File: src/rtl/multicycle_control_unit_if.sv
// Bundle between the multicycle control FSM and the MIPS datapath/memory.
// slave = control unit side, master = datapath side (drives instruction fields and MemReady).
interface multicycle_control_unit_if #(
  parameter int OpCode_WIDTH     = 6,
  parameter int Funct_Width      = 6,
  parameter int ALUControl_WIDTH = 3
);
  logic [OpCode_WIDTH-1:0]     OpCode;
  logic [Funct_Width-1:0]      Funct;
  logic                        Zero_flag;
  // MemReady is the ready half of the memory handshake: the FSM holds an access
  // (FETCH, MEMRD, MEMWR) with its controls stable until MemReady=1, and the access
  // completes in exactly the cycle MemReady=1 is observed.
  logic                        MemReady;
  logic                        IorD;
  logic                        MemWrite;
  logic                        IRWrite;
  logic                        RegDst;
  logic                        MemtoReg;
  logic                        RegWrite;
  logic                        ALUSrcA;
  logic [1:0]                  ALUSrcB;
  logic [1:0]                  PCSrc;
  logic                        PCEn;
  logic [ALUControl_WIDTH-1:0] ALUControl;
  logic                        Illegal_op;
  logic                        Instr_done;
  logic [3:0]                  State;

  modport master (
    output OpCode, Funct, Zero_flag, MemReady,
    input  IorD, MemWrite, IRWrite, RegDst, MemtoReg, RegWrite, ALUSrcA,
           ALUSrcB, PCSrc, PCEn, ALUControl, Illegal_op, Instr_done, State
  );

  modport slave (
    input  OpCode, Funct, Zero_flag, MemReady,
    output IorD, MemWrite, IRWrite, RegDst, MemtoReg, RegWrite, ALUSrcA,
           ALUSrcB, PCSrc, PCEn, ALUControl, Illegal_op, Instr_done, State
  );
endinterface

File: src/rtl/multicycle_control_unit.sv
// Multi-cycle MIPS control FSM with ALU decoder, illegal-opcode and retire pulses.
// Optional macro BNE_SUPPORT_EN adds bne (opcode 000101) through the BRANCH state.
module multicycle_control_unit #(
  parameter int OpCode_WIDTH     = 6,
  parameter int Funct_Width      = 6,
  parameter int ALUControl_WIDTH = 3
) (
  input logic                    clk,
  input logic                    reset,
  multicycle_control_unit_if.slave bus
);
  localparam logic [3:0] S_FETCH   = 4'd0;
  localparam logic [3:0] S_DECODE  = 4'd1;
  localparam logic [3:0] S_MEMADR  = 4'd2;
  localparam logic [3:0] S_MEMRD   = 4'd3;
  localparam logic [3:0] S_MEMWB   = 4'd4;
  localparam logic [3:0] S_MEMWR   = 4'd5;
  localparam logic [3:0] S_EXECUTE = 4'd6;
  localparam logic [3:0] S_ALUWB   = 4'd7;
  localparam logic [3:0] S_BRANCH  = 4'd8;
  localparam logic [3:0] S_ADDIEX  = 4'd9;
  localparam logic [3:0] S_ADDIWB  = 4'd10;
  localparam logic [3:0] S_JUMP    = 4'd11;

  localparam logic [OpCode_WIDTH-1:0] OP_LW    = 6'b100011;
  localparam logic [OpCode_WIDTH-1:0] OP_SW    = 6'b101011;
  localparam logic [OpCode_WIDTH-1:0] OP_RTYPE = 6'b000000;
  localparam logic [OpCode_WIDTH-1:0] OP_ADDI  = 6'b001000;
  localparam logic [OpCode_WIDTH-1:0] OP_BEQ   = 6'b000100;
  localparam logic [OpCode_WIDTH-1:0] OP_BNE   = 6'b000101;
  localparam logic [OpCode_WIDTH-1:0] OP_J     = 6'b000010;

  logic [3:0]                  state, state_next;
  logic [OpCode_WIDTH-1:0]     op;
  logic [Funct_Width-1:0]      funct;
  logic                        iord, mem_write, ir_write, reg_dst, mem_to_reg, reg_write;
  logic                        alu_src_a, pc_write, branch, branch_cond, illegal_op, instr_done;
  logic [1:0]                  alu_src_b, pc_src, alu_op;
  logic [2:0]                  alu3;
  logic [ALUControl_WIDTH-1:0] alu_control;

  assign op    = bus.OpCode;
  assign funct = bus.Funct;

  always_ff @(posedge clk) begin
    if (reset) state <= S_FETCH;
    else       state <= state_next;
  end

  always_comb begin
    state_next = S_FETCH;
    case (state)
      S_FETCH:  state_next = bus.MemReady ? S_DECODE : S_FETCH;
      S_DECODE: begin
        case (op)
          OP_LW, OP_SW: state_next = S_MEMADR;
          OP_RTYPE:     state_next = S_EXECUTE;
          OP_ADDI:      state_next = S_ADDIEX;
          OP_BEQ:       state_next = S_BRANCH;
`ifdef BNE_SUPPORT_EN
          OP_BNE:       state_next = S_BRANCH;
`endif
          OP_J:         state_next = S_JUMP;
          default:      state_next = S_FETCH;
        endcase
      end
      S_MEMADR:  state_next = (op == OP_LW) ? S_MEMRD : S_MEMWR;
      S_MEMRD:   state_next = bus.MemReady ? S_MEMWB : S_MEMRD;
      S_MEMWR:   state_next = bus.MemReady ? S_FETCH : S_MEMWR;
      S_EXECUTE: state_next = S_ALUWB;
      S_ADDIEX:  state_next = S_ADDIWB;
      default:   state_next = S_FETCH;
    endcase
  end

  always_comb begin
    iord = 1'b0; mem_write = 1'b0; ir_write = 1'b0; reg_dst = 1'b0;
    mem_to_reg = 1'b0; reg_write = 1'b0; alu_src_a = 1'b0; pc_write = 1'b0;
    branch = 1'b0; branch_cond = 1'b0; illegal_op = 1'b0; instr_done = 1'b0;
    alu_src_b = 2'b00; pc_src = 2'b00; alu_op = 2'b00;
    case (state)
      S_FETCH: begin
        alu_src_b = 2'b01;
        ir_write  = bus.MemReady;
        pc_write  = bus.MemReady;
      end
      S_DECODE: begin
        alu_src_b = 2'b11;
        case (op)
          OP_LW, OP_SW, OP_RTYPE, OP_ADDI, OP_BEQ, OP_J: illegal_op = 1'b0;
`ifdef BNE_SUPPORT_EN
          OP_BNE: illegal_op = 1'b0;
`endif
          default: illegal_op = 1'b1;
        endcase
        instr_done = illegal_op;
      end
      S_MEMADR:  begin alu_src_a = 1'b1; alu_src_b = 2'b10; end
      S_MEMRD:   iord = 1'b1;
      S_MEMWB:   begin mem_to_reg = 1'b1; reg_write = 1'b1; instr_done = 1'b1; end
      S_MEMWR:   begin iord = 1'b1; mem_write = 1'b1; instr_done = bus.MemReady; end
      S_EXECUTE: begin alu_src_a = 1'b1; alu_op = 2'b10; end
      S_ALUWB:   begin reg_dst = 1'b1; reg_write = 1'b1; instr_done = 1'b1; end
      S_ADDIEX:  begin alu_src_a = 1'b1; alu_src_b = 2'b10; end
      S_ADDIWB:  begin reg_write = 1'b1; instr_done = 1'b1; end
      S_BRANCH: begin
        alu_src_a   = 1'b1;
        alu_op      = 2'b01;
        pc_src      = 2'b01;
        branch      = 1'b1;
        branch_cond = bus.Zero_flag;
`ifdef BNE_SUPPORT_EN
        if (op == OP_BNE) branch_cond = ~bus.Zero_flag;
`endif
        instr_done  = 1'b1;
      end
      S_JUMP:    begin pc_src = 2'b10; pc_write = 1'b1; instr_done = 1'b1; end
      default:   ;
    endcase
  end

  always_comb begin
    alu3 = 3'b010;
    case (alu_op)
      2'b01: alu3 = 3'b100;
      2'b10: begin
        case (funct)
          6'b100000: alu3 = 3'b010;
          6'b100010: alu3 = 3'b100;
          6'b101010: alu3 = 3'b110;
          6'b011100: alu3 = 3'b101;
          6'b100100: alu3 = 3'b000;
          6'b100101: alu3 = 3'b001;
          default:   alu3 = 3'b010;
        endcase
      end
      default: alu3 = 3'b010;
    endcase
    alu_control      = '0;
    alu_control[2:0] = alu3;
  end

  // Reset forces every output low combinationally so nothing writes in the reset cycle.
  assign bus.IorD       = ~reset & iord;
  assign bus.MemWrite   = ~reset & mem_write;
  assign bus.IRWrite    = ~reset & ir_write;
  assign bus.RegDst     = ~reset & reg_dst;
  assign bus.MemtoReg   = ~reset & mem_to_reg;
  assign bus.RegWrite   = ~reset & reg_write;
  assign bus.ALUSrcA    = ~reset & alu_src_a;
  assign bus.ALUSrcB    = reset ? 2'b00 : alu_src_b;
  assign bus.PCSrc      = reset ? 2'b00 : pc_src;
  assign bus.PCEn       = ~reset & (pc_write | (branch & branch_cond));
  assign bus.ALUControl = reset ? '0 : alu_control;
  assign bus.Illegal_op = ~reset & illegal_op;
  assign bus.Instr_done = ~reset & instr_done;
  assign bus.State      = reset ? 4'd0 : state;
endmodule

File: src/flat_wrapper.sv
// flat-port wrapper written by rule: the top's interface ports become plain ports
module multicycle_control_unit_flat 
#(
  parameter int OpCode_WIDTH     = 6,
  parameter int Funct_Width      = 6,
  parameter int ALUControl_WIDTH = 3
)
  (clk, reset, bus_OpCode, bus_Funct, bus_Zero_flag, bus_MemReady, bus_IorD, bus_MemWrite, bus_IRWrite, bus_RegDst, bus_MemtoReg, bus_RegWrite, bus_ALUSrcA, bus_ALUSrcB, bus_PCSrc, bus_PCEn, bus_ALUControl, bus_Illegal_op, bus_Instr_done, bus_State);
  multicycle_control_unit_if #(.OpCode_WIDTH(OpCode_WIDTH), .Funct_Width(Funct_Width), .ALUControl_WIDTH(ALUControl_WIDTH)) bus_i ();
  input logic clk;
  input logic reset;
  input wire logic [$bits(bus_i.OpCode)-1:0] bus_OpCode;
  input wire logic [$bits(bus_i.Funct)-1:0] bus_Funct;
  input wire logic [$bits(bus_i.Zero_flag)-1:0] bus_Zero_flag;
  input wire logic [$bits(bus_i.MemReady)-1:0] bus_MemReady;
  output wire logic [$bits(bus_i.IorD)-1:0] bus_IorD;
  output wire logic [$bits(bus_i.MemWrite)-1:0] bus_MemWrite;
  output wire logic [$bits(bus_i.IRWrite)-1:0] bus_IRWrite;
  output wire logic [$bits(bus_i.RegDst)-1:0] bus_RegDst;
  output wire logic [$bits(bus_i.MemtoReg)-1:0] bus_MemtoReg;
  output wire logic [$bits(bus_i.RegWrite)-1:0] bus_RegWrite;
  output wire logic [$bits(bus_i.ALUSrcA)-1:0] bus_ALUSrcA;
  output wire logic [$bits(bus_i.ALUSrcB)-1:0] bus_ALUSrcB;
  output wire logic [$bits(bus_i.PCSrc)-1:0] bus_PCSrc;
  output wire logic [$bits(bus_i.PCEn)-1:0] bus_PCEn;
  output wire logic [$bits(bus_i.ALUControl)-1:0] bus_ALUControl;
  output wire logic [$bits(bus_i.Illegal_op)-1:0] bus_Illegal_op;
  output wire logic [$bits(bus_i.Instr_done)-1:0] bus_Instr_done;
  output wire logic [$bits(bus_i.State)-1:0] bus_State;
  assign bus_i.OpCode = bus_OpCode;
  assign bus_i.Funct = bus_Funct;
  assign bus_i.Zero_flag = bus_Zero_flag;
  assign bus_i.MemReady = bus_MemReady;
  assign bus_IorD = bus_i.IorD;
  assign bus_MemWrite = bus_i.MemWrite;
  assign bus_IRWrite = bus_i.IRWrite;
  assign bus_RegDst = bus_i.RegDst;
  assign bus_MemtoReg = bus_i.MemtoReg;
  assign bus_RegWrite = bus_i.RegWrite;
  assign bus_ALUSrcA = bus_i.ALUSrcA;
  assign bus_ALUSrcB = bus_i.ALUSrcB;
  assign bus_PCSrc = bus_i.PCSrc;
  assign bus_PCEn = bus_i.PCEn;
  assign bus_ALUControl = bus_i.ALUControl;
  assign bus_Illegal_op = bus_i.Illegal_op;
  assign bus_Instr_done = bus_i.Instr_done;
  assign bus_State = bus_i.State;
  multicycle_control_unit #(.OpCode_WIDTH(OpCode_WIDTH), .Funct_Width(Funct_Width), .ALUControl_WIDTH(ALUControl_WIDTH)) u_core (.clk(clk), .reset(reset), .bus(bus_i));
endmodule
File: config.mk
export PLATFORM = sky130hd
export DESIGN_NAME = multicycle_control_unit_flat
export DESIGN_NICKNAME = d
export VERILOG_FILES = /design/src/rtl/multicycle_control_unit_if.sv /design/src/rtl/multicycle_control_unit.sv /design/src/flat_wrapper.sv
export SDC_FILE = /design/constraint.sdc
export NUM_CORES = 1
export LEC_CHECK = 0
export ABC_AREA = 1
export ABC_CLOCK_PERIOD_IN_PS = 1450
export CORE_MARGIN = 2
export CORE_UTILIZATION = 37
export CTS_BUF_LIST = sky130_fd_sc_hd__clkbuf_4
export DETAILED_ROUTE_END_ITERATION = 8
export GPL_ROUTABILITY_DRIVEN = 0
export HOLD_SLACK_MARGIN = 0.12
export PLACE_DENSITY_LB_ADDON = 0.08
export SYNTH_ARGS = -nofsm -noshare
export SYNTH_HDL_FRONTEND = slang
export SYNTH_SLANG_ARGS = --single-unit
export TNS_END_PERCENT = 30
File: constraint.sdc
create_clock -name clk -period 1.45 [get_ports clk]
set_input_delay 0.2175 -clock clk [delete_from_list [all_inputs] [get_ports clk]]
set_output_delay 0.2175 -clock clk [all_outputs]
set_load 0.05 [all_outputs]
==> reports/summary.txt, run 1 <==
# rows - 16
Synth top area cells - nor2_1 23%, nand2_1 16%, inv_1 13%
Maximum clock path buffer count - 2
Syn nets - 169
YS warnings - 0
Synthesized cell area - 729 sq um
PostCTS Resize Cnt - 76
CTS root buffer - clkbuf_4
Initial core utilization - 38.4%
IO buf count - 36
Mean cell area of the mapped netlist - 4.86 sq um
Synth top area share - 23.2%
Cells after Synth - 150
TritonCTS Buffers - 3
Clock Sinks - 4
Tool error - [ERROR DPL-0033] detailed placement checks failed during check placement.
Leading area contributor after synthesis - nor2_1
Post CTS Setup Buffer Count - 7
Ports - 37
Status - did not finish
Synthesized flop and latch total - 4
Post-CTS Hold Buffers - 0
Die Height - 48.4 um
DPL Wire Length - 2.34 mm
H-tree level count - 1
Netlist cell types - 18
Seq/Total Area, Yosys - 11.0%
DIE WIDTH - 48.4 um
Halt Stage - clock tree synthesis
==> per-stage QoR <==
| step | setup TNS (ps) | utilization (%) | std cells | cell area [sq um] | setup WS [ps] |
|---|---|---|---|---|---|
| 3_3_place_gp | -1800 | 84.3 | 244 | 1600 | -274 |
| 3_5_place_dp | -2870 | 84.3 | 244 | 1600 | -399 |
| 2_1_floorplan | -1650 | - | 150 | 783 | -271 |
==> synth_stat cells <==
library cell and count:
nor2_2 1, nand4_1 2, dfxtp_1 4, nand3_1 13
nor2_1 45, o21ai_0 6, inv_2 1, clkbuf_1 2
a21oi_1 6, a31oi_1 1, ha_1 3, nand3b_1 4
nor2_4 1, nand2_1 31, nand2_2 2, o31ai_1 1
nor3_1 2, inv_1 25
==> kinds of logic after synthesis <==
group	after synthesis	share of synthesized area, %
adder cells (fa/ha/maj)	3	5.15
AND/OR/NAND/NOR	101	59.3
buffers and inverters	28	14.4
flip-flops	4	11.0
AO/OA/AOI/OAI	14	10.1
==> inputs of run 2 (changes only) <==
ABC_CLOCK_PERIOD_IN_PS = 1900   (was 1450)
CORE_AREA = 2 2 63 65   (was not set)
CORE_MARGIN = not set   (was 2)
CORE_UTILIZATION = not set   (was 37)
CTS_BUF_LIST = not set   (was sky130_fd_sc_hd__clkbuf_4)
DIE_AREA = 0 0 65 67   (was not set)
HOLD_SLACK_MARGIN = not set   (was 0.12)
PLACE_DENSITY_LB_ADDON = 0.15   (was 0.08)
clock period = 1.9 ns   (was 1.45 ns; I/O delays follow)
==> reports/summary.txt, run 2 <==
Status - finished clean
HP Class - primary input to register
Core area - 3610 sq um
Vias in the first global route - 1057
Synthesized flop and latch total - 4
Area growth, synth to finish - 122%
Clock Power Share - 38.2%
Async set-reset flop share out of synthesis - 0%
PnR worst setup slack - 30.8 ps
Post-synth EDFFs - 0
Max-slew violation count - 0
Switching pwr - 0.000143 W
Synth cell count leaders - 45 x nor2_1, 31 x nand2_1, 25 x inv_1
TritonCTS clock tree - yes
Ant diodes - 0
Post-Place Cell Area - 1400 sq um
Power Internal - 0.000306 W
Top_reg_cell synth - dfxtp_1
CP required - 1620 ps
Slew HR - 74.6%
Initial antenna violation count - 0
DR DRC count - 0
Top Registers - u_core.state x4
Critical path arrival - 1580 ps
Layout Utilization - 44.9%
Design area - 1620 sq um
Syn nets - 169
Seq/Total Area, Yosys - 11.0%
# fillers - 376
Global-route wire length before repair - 4.12 mm
Initial core utilization - 20.2%
Min-Delay Startpoint - bus_OpCode[2]
DPL Wire Length - 2.02 mm
Post-route antenna net violation count - 0
Worst clock skew - 1.60 ps
Setup crit start kind - register
Worst slew pin tran - 378 ps
DIE WIDTH - 65 um
Sw Share - 31.8%
Cells after Synth - 150
Minimum clock period - 1870 ps
PwrDens - 277 nW/um^2
TritonCTS Buffers - 3
Largest net degree at the start of global routing - 21
Share of layout cells above drive strength 1 - 33.7%
Leading area contributor after synthesis - nor2_1
Via count of the routed design - 1077
Die Height - 67 um
R2R Path End - u_core.state[2]$_SDFF_PP0_
# rows - 22
Synth top area share - 23.2%
Worst R2R Path Depth - 9
Hold endpoint - u_core.state[0]$_SDFF_PP0_
Total gr overflow - 0
Hold Path Stages - 6
Number of flip-flops in the largest register - 4
MaxCap Viol Count - 0
Max Fanout on Critical Path - 3
YS warnings - 0
CTS root buffer - clkbuf_8
DR iter-0 viols - 29
IO buf count - 36
Clock slew at reported path FFs - 30 ps
Maximum clock path buffer count - 2
Worst skew pair latency - 210 ps
Combinational share of power - 42.0%
Synthesized cell area - 729 sq um
Worst R2R Start - u_core.state[2]$_SDFF_PP0_
WL final - 2.61 mm
RSZ-0062 raised after global routing - true
H-tree level count - 1
Tcrit/Tclk final - 98.4%
Most flop-heavy register - u_core.state
Clock Sinks - 4
Final Hold Fails - 0
Most common cell after layout, fill and taps aside - nor2_1
DRT Pass-1 Iters - 5
Total track usage - 11.2%
Netlist cell types - 18
Most frequent cells in the layout - 39 x nor2_1, 27 x nand2_1, 21 x buf_12
R2r setup slk - 690 ps
Final setup viols - 0
Ports - 37
Crit. End Element - output port
Maximum clock rate - 535 MHz
Nets - 220
Synth top area cells - nor2_1 23%, nand2_1 16%, inv_1 13%
Reg power frac - 19.9%
Setup Crit Path Kind - register to output port
Die area - 4360 sq um
Post-Place Setup Slack - -47.0 ps
Top-count cell post-synth - nor2_1
Mean cell area of the mapped netlist - 4.86 sq um
Average wire per standard cell - 10.6 um
VDD IR max - 0.215 mV
Via/cell ratio - 4.36
Leak - 0.826 nW
run 2: cell counts after synthesis:
Identical to the previous run, type by type.
run 2: metrics by stage:
stage / power [W] / hold WS (ps) / cells / TNS [ps]
final: 0.000449 / 564 / 247 / 0
after detailed placement: 0.000268 / 710 / 237 / -74.8
after global placement: 0.000267 / 706 / 237 / -17.1
after CTS: 0.000448 / 705 / 244 / -26.3
after floorplan: 0.000174 / 519 / 150 / -30.3
after global routing: 0.000477 / 623 / 247 / -92.3
run 2: cell families after synthesis:
| kind of cell | synth area share [%] |
|---|---|
| flops | 11.0 |
| compound gates | 10.1 |
| buf+inv | 14.4 |
| fa+ha+maj | 5.15 |
| simple gates | 59.3 |
run 2: power groups by stage:
stage	clock network, W	registers (W)	logic, W
final	0.000171	0.0000891	0.000188
after global routing	0.000185	0.0000893	0.000202
after CTS	0.000176	0.0000898	0.000182
after detailed placement	0	0.0000904	0.000178
after global placement	0	0.0000903	0.000177
after floorplan	0	0.0000896	0.0000842
run 2: worst max-delay path by stage:
stage                        endpoint                  startpoint  slack, ps
detailed placement  bus_ALUControl[0]                bus_Funct[5]        -50
finish              bus_ALUControl[2]  u_core.state[2]$_SDFF_PP0_         30
CTS                 bus_ALUControl[2]  u_core.state[2]$_SDFF_PP0_        -30
global route        bus_ALUControl[2]  u_core.state[2]$_SDFF_PP0_        -40
global placement    bus_ALUControl[0]                bus_Funct[5]        -20
floorplan           bus_ALUControl[1]  u_core.state[2]$_SDFF_PP0_        -30
run 2: what timing repair did:
item                                    CTS  global route
buffers inserted                          4             3
resized for setup                        13            33
endpoints found under the setup margin    5             5
pin swaps                                 2            20
hold buffers                              0             0
run 2: area by class of cell:
type                            instances  area, sq um  area share [%]
Timing Repair Buffer                   48          687            42.4
Multi-Input combinational cell        118          642            39.6
Inverter                               26          100            6.18
Sequential cell                         4         90.1            5.56
Tap cell                               48         60.1            3.71
Clock buffer                            3         41.3            2.55
run 2: per-layer routing:
metal / wire length (um) / track usage [%] / share of wire, %
met5: 0 / 0 / 0
met4: 14 / 2.13 / 0.54
met3: 83 / 1.18 / 3.2
met2: 1410 / 21.1 / 54
met1: 1110 / 13.7 / 42
run 2: critical path: stages (launching register included):
cell and delay [ps]:
dfxtp_2 320, inv_4 80, nand2_4 60, nor3_4 150
inv_2 100, ha_4 270, nand2_2 50, a21oi_2 170
buf_12 160
No activity file was read; power rests on OpenSTA's default activity.
